[config.mk]
export PLATFORM = sky130hd
export DESIGN_NAME = norm_lut_writer
export DESIGN_NICKNAME = d
export VERILOG_FILES = /design/src/rtl/norm_lut_writer.sv
export SDC_FILE = /design/constraint.sdc
export NUM_CORES = 1
export LEC_CHECK = 0
export BUFFER_PORTS_ARGS = -buffer_cell sky130_fd_sc_hd__buf_2
export CAP_MARGIN = 20
export CORE_ASPECT_RATIO = 0.7
export CORE_MARGIN = 2
export CORE_UTILIZATION = 62
export CTS_CLUSTER_SIZE = 12
export DETAILED_ROUTE_END_ITERATION = 10
export GPL_ROUTABILITY_DRIVEN = 0
export PLACE_DENSITY = 0.83
export SLEW_MARGIN = 20
export SYNTH_ARGS = -nofsm -noshare
export SYNTH_HDL_FRONTEND = slang
export SYNTH_SLANG_ARGS = --single-unit
[constraint.sdc]
create_clock -name clk -period 2.75 [get_ports clk]
set_input_delay 0.1375 -clock clk [delete_from_list [all_inputs] [get_ports clk]]
set_output_delay 0.1375 -clock clk [all_outputs]
set_load 0.1 [all_outputs]
[src/rtl/norm_lut_writer.sv]
// Runtime-writable normalisation LUT: streamed load port plus a
// registered read port that behaves like the fixed ROM.
module norm_lut_writer #(
    parameter int    DATA_WIDTH = 16,
    parameter int    ADDR_WIDTH = 6,
    parameter string TYPE       = "DISTRIBUTED"
) (
    input  logic                  clk,
    input  logic                  reset,
    input  logic                  load_start,
    input  logic [ADDR_WIDTH-1:0] load_base,
    input  logic [ADDR_WIDTH:0]   load_count,
    input  logic [DATA_WIDTH-1:0] wr_data,
    input  logic                  wr_valid,
    output logic                  wr_ready,
    output logic                  load_busy,
    output logic                  load_done,
    input  logic [ADDR_WIDTH-1:0] address,
    input  logic                  enable,
    output logic [DATA_WIDTH-1:0] data_out
);

    localparam int ROM_DEPTH = 1 << ADDR_WIDTH;
    localparam logic [ADDR_WIDTH:0] DEPTH_W = {1'b1, {ADDR_WIDTH{1'b0}}};

    localparam logic [1:0] S_IDLE = 2'd0;
    localparam logic [1:0] S_LOAD = 2'd1;
    localparam logic [1:0] S_DONE = 2'd2;

    logic [1:0]            r_state;
    logic [ADDR_WIDTH-1:0] r_wr_addr;
    logic [ADDR_WIDTH:0]   r_remaining;

    logic                  w_beat;
    logic [ADDR_WIDTH:0]   w_count_clamp;

    assign wr_ready  = (r_state == S_LOAD);
    assign load_busy = (r_state == S_LOAD);
    assign load_done = (r_state == S_DONE);

    // Reset must not let a pending beat land in the array.
    assign w_beat        = wr_valid && wr_ready && !reset;
    assign w_count_clamp = (load_count > DEPTH_W) ? DEPTH_W : load_count;

    always_ff @(posedge clk) begin
        if (reset) begin
            r_state     <= S_IDLE;
            r_wr_addr   <= '0;
            r_remaining <= '0;
        end else begin
            case (r_state)
                S_IDLE: begin
                    if (load_start) begin
                        if (load_count != '0) begin
                            r_wr_addr   <= load_base;
                            r_remaining <= w_count_clamp;
                            r_state     <= S_LOAD;
                        end else begin
                            r_state <= S_DONE;
                        end
                    end
                end
                S_LOAD: begin
                    if (w_beat) begin
                        r_wr_addr   <= r_wr_addr + 1'b1;
                        r_remaining <= r_remaining - 1'b1;
                        if (r_remaining == 1)
                            r_state <= S_DONE;
                    end
                end
                S_DONE:  r_state <= S_IDLE;
                default: r_state <= S_IDLE;
            endcase
        end
    end

    // Read-first array: the read samples the old word on a same-edge write.
    generate
        if (TYPE == "BLOCK") begin : g_block
            (* ram_style = "block" *)
            logic [DATA_WIDTH-1:0] r_mem [ROM_DEPTH];

            always_ff @(posedge clk) begin
                if (w_beat)
                    r_mem[r_wr_addr] <= wr_data;
                if (reset)
                    data_out <= '0;
                else if (enable)
                    data_out <= r_mem[address];
            end
        end else begin : g_dist
            (* ram_style = "distributed" *)
            logic [DATA_WIDTH-1:0] r_mem [ROM_DEPTH];

            always_ff @(posedge clk) begin
                if (w_beat)
                    r_mem[r_wr_addr] <= wr_data;
                if (reset)
                    data_out <= '0;
                else if (enable)
                    data_out <= r_mem[address];
            end
        end
    endgenerate

endmodule

==> summary.md, run 1 <==
| Metric | Value |
|---|---|
| Initial DRC Count | 3994 |
| Worst Setup End Kind | register |
| Max Slew Vio Count | 0 |
| Clk buf depth | 3 |
| Clk_skew | ~21 ps |
| Tightest Pin Transition | 1050 ps |
| Fill cells | around 3600 |
| Slew HR | around 30% |
| Synth warn | 0 |
| Avg Cell Area, Syn | ~19 um2 |
| DIE AREA | 68300 um2 |
| Cells after Synth | around 2200 |
| Hold WC Path Type | input pin to register |
| CTS tree | yes |
| Core Region | roughly 65000 um2 |
| P_leak | between 10 and 15 nW |
| Top FF cell, synth | edfxtp_1 |
| CP max stage delay | 590 ps |
| Most frequent cell after synthesis | edfxtp_1 |
| Async SR Flop Fraction | 0% |
| FF+latch count, synth | 1055 |
| Synth cell types | 49 |
| Reg power frac | between 50 and 60% |
| Fin crit share | between 90% and 100% |
| EDFF count, synth | just over 1000 |
| Clock buffer count from CTS | 99 |
| Top cells by area, synth | edfxtp_1 75%, mux4_2 7.0%, mux2_2 5.3% |
| Mapped Area | just over 40000 um2 |
| Clock Sinks | 1055 |
| Syn nets | 2207 |
| Critical path arrival | roughly 3200 ps |
| Clock transition at path regs | ~60 ps |
| H-tree levels | 3 |
| Port Buffers | just under 60 |
| Crit start category | register |
| Psw | about 7 mW |
| CP cell instances | nand2b_4, inv_1, buf_4, nor2_1, nand2_1, dlygate4sd3_1, a311oi_1, dlygate4sd3_1 |
| CP max FO | 17 |
| Overflow after GRT | 0 |
| Clock share of power | about two fifths |
| Pwr dens | ~700 nW/um2 |
| Seq/Total Area, Yosys | around three quarters |
| DIE WIDTH | 312 um |
| # IOs | just under 60 |
| Antenna violations before repair | 7 |
| Kind of critical path | register to register |
| Buf/Inv on CP | 4 |
| Vias in the first global route | roughly 23000 |
| Fin. Hold Viols | 0 |
| Most used cell, CP | dlygate4sd3_1 |
| Max Fclk | a little under 400 MHz |
| Logic pwr share | approximately 6.4% |
| Share of layout cells above drive strength 1 | between 20% and 30% |
| Worst setup margin | 147 ps |
| Sw Ratio | between 20% and 30% |
| Final min period | 2600 ps |
| Critical Path RT | 3350 ps |
| Design area | ~47000 um2 |
| Pre-Repair DR Iteration Count | 7 |
| Largest area contributor in the netlist | edfxtp_1 |
| First-pass GRT wire length | about 160000 um |
| Most instantiated cells after synthesis | 1024 x edfxtp_1, 192 x mux2_2, 128 x mux4_2 |
| Routed vias/inst | 7.03 |
| Pre-CTS WS | -9.30 ps |
| Final net count | 2435 |
| P_int | about 25 mW |
| GRT Total Usage | 32.8% |
| Via count | roughly 24000 |
| Routed Antenna Nets | 0 |
| CTS Root Cell | clkbuf_16 |
| Die H | about 220 um |
| Max Cap Viol | 0 |
| Placed Area | 43600 um2 |
| Std-Cell Rows | just under 80 |
| Initial Util | a little over three fifths |
| DRC | 0 |
| Post-DR wirelength/cell | ~33 um |
| Largest delay share family, worst path | buffers and inverters |
| Layout area overhead | 13.7% |
| Yosys top cell area share | between 70% and 80% |
| RSZ-0062 raised after global routing | false |
| Status | complete, no violations |
| Final setup vio count | 0 |
| Clk_lat worst skew | 670 ps |
| Pin count of the biggest net entering global routing | 65 |
| Max stage delay cell, worst path | dlygate4sd3_1 |
| DP HPWL | around 64000 um |
| Max VDD drop | between 700 and 800 uV |
| Post-Route WL | between 100000 and 150000 um |
-- final timing paths --
path / from / to / slack [ps] / cells past startpoint
worst max-delay path: r_state[1]$_SDFFE_PP0P_ / r_remaining[0]$_SDFFE_PP0P_ / 150 / 8
worst min-delay path: wr_data[14] / g_dist.r_mem[1][14]$_DFFE_PP_ / 40 / 1
worst min register to register: r_state[1]$_SDFFE_PP0P_ / r_state[1]$_SDFFE_PP0P_ / 480 / 1
worst max register to register: r_state[1]$_SDFFE_PP0P_ / r_remaining[0]$_SDFFE_PP0P_ / 150 / 8
-- repair_timing --
action,4_1_cts,5_1_grt
endpoints found under the hold margin,24,0
setup buffers,0,0
setup endpoints to repair,0,1
hold buffers,17,0
resized for setup,0,3
-- flip-flops by register name (all words and copies together) (netlist names) --
name	cells
g_dist.r_mem	1024
data_out	16
r_remaining	7
r_wr_addr	6
r_state	2
-- cells in the final DEF, fill, tap and decap left out, types with 15 or more instances in the layout --
cell / instances
a211oi_1: 65
a21oi_1: 15
a22o_1: 34
a22oi_1: 32
buf_12: 23
buf_2: 56
buf_4: 162
clkbuf_1: 59
clkbuf_16: 102
dfxtp_1: 30
dlygate4sd3_1: 17
edfxtp_1: 1024
mux2_2: 192
mux4_2: 128
nand2_1: 27
nor2_1: 74
nor2b_1: 70
nor3_1: 68
o21ai_0: 77
o221ai_1: 16
o22ai_1: 65
o31ai_1: 32
or3b_2: 18
-- worst register-to-register path, stage by stage, from the launching register on --
cell	delay [ps]
dfxtp_2	370
nand2b_4	190
inv_1	70
buf_4	200
nor2_1	200
nand2_1	100
dlygate4sd3_1	570
a311oi_1	260
dlygate4sd3_1	590
-- final cells by class --
cell class                 instances  area, um2  area share [%]
tap                              880       1100            2.36
clock inverter                     7       70.1           0.150
timing repair buffer             260       2160            4.62
sequential                      1055      31400            67.2
multi-input combinational        970       9100            19.5
clock buffer                     165       2830            6.06
antenna                            2       5.00          0.0107
inverter                           6       22.5          0.0483
-- power groups by stage --
stage | combinational, mW | clock [mW] | sequential, mW
4_1_cts | 2.02 | 12.7 | 17.7
5_1_grt | 2.15 | 13.3 | 17.7
3_3_place_gp | 1.89 | 0 | 18.1
3_5_place_dp | 1.97 | 0 | 18.1
6_report | 2.09 | 12.7 | 17.7
2_1_floorplan | 0.929 | 0 | 18.2
-- metrics by stage --
stage | hold WS, ps | util (%) | TNS (ps) | power [mW] | instances
finish | 44.9 | 71.7 | 0 | 32.5 | 3345
global route | 47.3 | 71.7 | 0 | 33.2 | 3343
CTS | 15.7 | 71.6 | 0 | 32.5 | 3343
detailed placement | 436 | 66.9 | -9.30 | 20.0 | 3154
global placement | 431 | 66.9 | 0 | 20.0 | 3154
floorplan | 236 | - | 0 | 19.1 | 2164
-- layer usage --
layer / track usage [%] / up-vias / wire length (um)
met5: 0 / - / 236
met4: 13.3 / 12 / 4740
met3: 10.7 / 334 / 16900
met2: 49.5 / 2018 / 50100
met1: 44.8 / 11813 / 38600
li1: - / 9323 / -
-- logic make-up after synthesis --
logic type	Yosys count	synth area share, %
and+or+nand+nor	300	3.87
buffers and inverters	139	1.50
adders and majority gates	3	0.0915
muxes	320	12.3
DFF	1055	76.4
AOI/OAI and AO/OA	347	5.82
No activity file was read; power rests on OpenSTA's default activity.
==> run 2: changes to the inputs <==
--- a/config.mk
+++ b/config.mk
@@ -14,6 +14,7 @@
 export DETAILED_ROUTE_END_ITERATION = 10
 export GPL_ROUTABILITY_DRIVEN = 0
 export PLACE_DENSITY = 0.83
+export SETUP_SLACK_MARGIN = 0.4
 export SLEW_MARGIN = 20
 export SYNTH_ARGS = -nofsm -noshare
 export SYNTH_HDL_FRONTEND = slang
==> summary.md, run 2 (synthesized netlist as in run 1, its figures left out) <==
| Metric | Value |
|---|---|
| Tightest Pin Transition | slightly below 1000 ps |
| Pwr dens | just under 700 nW/um2 |
| Overflow after GRT | 0 |
| Max FFs per register | ~1000 |
| Critical Path RT | a little over 3000 ps |
| Beginning of the critical path | r_state[0]$_SDFFE_PP0P_ |
| Crit start category | register |
| Worst Setup End Kind | register |
| Clock transition at path regs | about 60 ps |
| Port Buffers | 58 |
| Commonest non-fill, non-tap cells in the layout | 1024 x edfxtp_1, 192 x mux2_2, 162 x buf_4 |
| Max Fclk | 412 MHz |
| RR Startpoint | r_state[0]$_SDFFE_PP0P_ |
| Initial Util | between 60% and 70% |
| Routed Antenna Nets | 0 |
| Final hold slack | 37.2 ps |
| CTS Root Cell | clkbuf_16 |
| Largest reg by FF count | g_dist.r_mem |
| Post-DR wirelength/cell | ~33 um |
| Die H | approximately 220 um |
| First-pass GRT wire length | around 160000 um |
| Share of layout cells above drive strength 1 | 29.7% |
| DIE AREA | between 60000 and 70000 um2 |
| GRT Total Usage | between 30% and 40% |
| Final setup vio count | 0 |
| Max Slew Vio Count | 0 |
| Antenna violations before repair | 9 |
| Fin util | between 70% and 80% |
| DP HPWL | ~64000 um |
| Post-Route WL | 111000 um |
| Clock buffer count from CTS | approximately 100 |
| Critical path arrival | ~2700 ps |
| Final net count | about 2400 |
| Clk_lat worst skew | 660 ps |
| Largest regs | g_dist.r_mem: 1024 flops, data_out: 16 flops, r_remaining: 7 flops |
| P_leak | ~15 nW |
| Core Region | 65100 um2 |
| Pin count of the biggest net entering global routing | 65 |
| Routed vias/inst | slightly above 7 |
| Design Power | about 32 mW |
| Kind of critical path | register to register |
| Status | complete, no violations |
| DIE WIDTH | a little over 300 um |
| Max Cap Viol | 0 |
| Clock Sinks | 1055 |
| RSZ-0062 raised after global routing | true |
| Std-Cell Rows | between 70 and 80 |
| # IOs | around 60 |
| Hold WC Path Type | input pin to register |
| Fill cells | roughly 3600 |
| Pre-Repair DR Iteration Count | 5 |
| Initial DRC Count | around 4400 |
| Via count | 23525 |
| CP max stage delay | around 460 ps |
| Fin crit share | around 90% |
| Max VDD drop | approximately 670 uV |
| Vias in the first global route | about 23000 |
| Clk buf depth | 3 |
| Clk_skew | approximately 25 ps |
| DRC | 0 |
| Final min period | roughly 2400 ps |
| H-tree levels | 3 |
| Commonest non-fill, non-tap cell in the layout | edfxtp_1 |
| Slew HR | 35.6% |
| CP max FO | 16 |
| Max stage delay cell, worst path | nand2_1 |
| CTS tree | yes |
| Beginning of the worst hold path | wr_data[2] |
| Layout area overhead | 13.9% |
| CP cell instances | nand2b_1, inv_1, and3_1, nand2_1, nor2_1, buf_4 |
| Fin. Hold Viols | 0 |
| # diodes | 0 |
==> run 2: changes by cell type in the layout (fill, tap and decap cells not counted), sizes merged <==
| cell | before | now |
|---|---|---|
| clkinv | 6 | 5 |
| buf | 242 | 251 |
| inv | 7 | 6 |
| clkbuf | 166 | 148 |
| diode | 2 | 0 |
==> run 2: worst paths after layout <==
| kind | end | slack, ps | cells after the start |
|---|---|---|---|
| worst min register to register | r_remaining[4]$_SDFFE_PP0P_ | 550 | 2 |
| worst max-delay path | g_dist.r_mem[60][12]$_DFFE_PP_ | 330 | 6 |
| worst min-delay path | g_dist.r_mem[31][2]$_DFFE_PP_ | 40 | 1 |
| worst max register to register | g_dist.r_mem[60][12]$_DFFE_PP_ | 330 | 6 |
==> run 2: where the power goes <==
group / leakage (nW) / switching (mW) / internal (mW)
registers: 9.46 / 0.0557 / 17.7
logic: 4.07 / 1.45 / 0.686
clock network: 1.34 / 5.57 / 6.77
total: 14.9 / 7.08 / 25.1
==> run 2: timing repair <==
action,4_1_cts,5_1_grt
setup buffers,4,5
hold buffers,17,0
resized for setup,1,8
pin swaps,4,4
endpoints found under the setup margin,62,534
endpoints found under the hold margin,46,0
==> run 2: cell type report <==
class	instances	area (um2)	area share, %
clock buffer	147	2730	5.84
clock inverter	5	38.8	0.0830
inverter	6	22.5	0.0482
multi-input combinational	970	9170	19.6
sequential	1055	31400	67.1
tap	880	1100	2.36
timing repair buffer	269	2310	4.94
==> run 2: layer usage <==
| metal | wire [um] | global-route usage [%] | vias up |
|---|---|---|---|
| met4 | 4580 | 11.3 | 10 |
| met5 | 63 | 0 | - |
| met3 | 16700 | 9.63 | 333 |
| met1 | 39700 | 46.0 | 11784 |
| li1 | - | - | 9289 |
| met2 | 50300 | 49.5 | 2109 |
==> run 2: worst max-delay path, delay by kind of cell, from the launching register on <==
kind          cells  cell delay (ps)
flops             1              430
simple gates      4             1220
buf+inv           2              420
==> run 2: per-stage QoR <==
step	cell area, um2	worst slack (ps)	setup TNS, ps	std cells
after floorplan	41100	471	0	2164
after global placement	43600	-39.5	-39.5	3154
after detailed placement	43600	-73.7	-73.7	3154
after CTS	46600	405	0	3327
after global routing	46700	257	0	3332
final	46700	325	0	3332
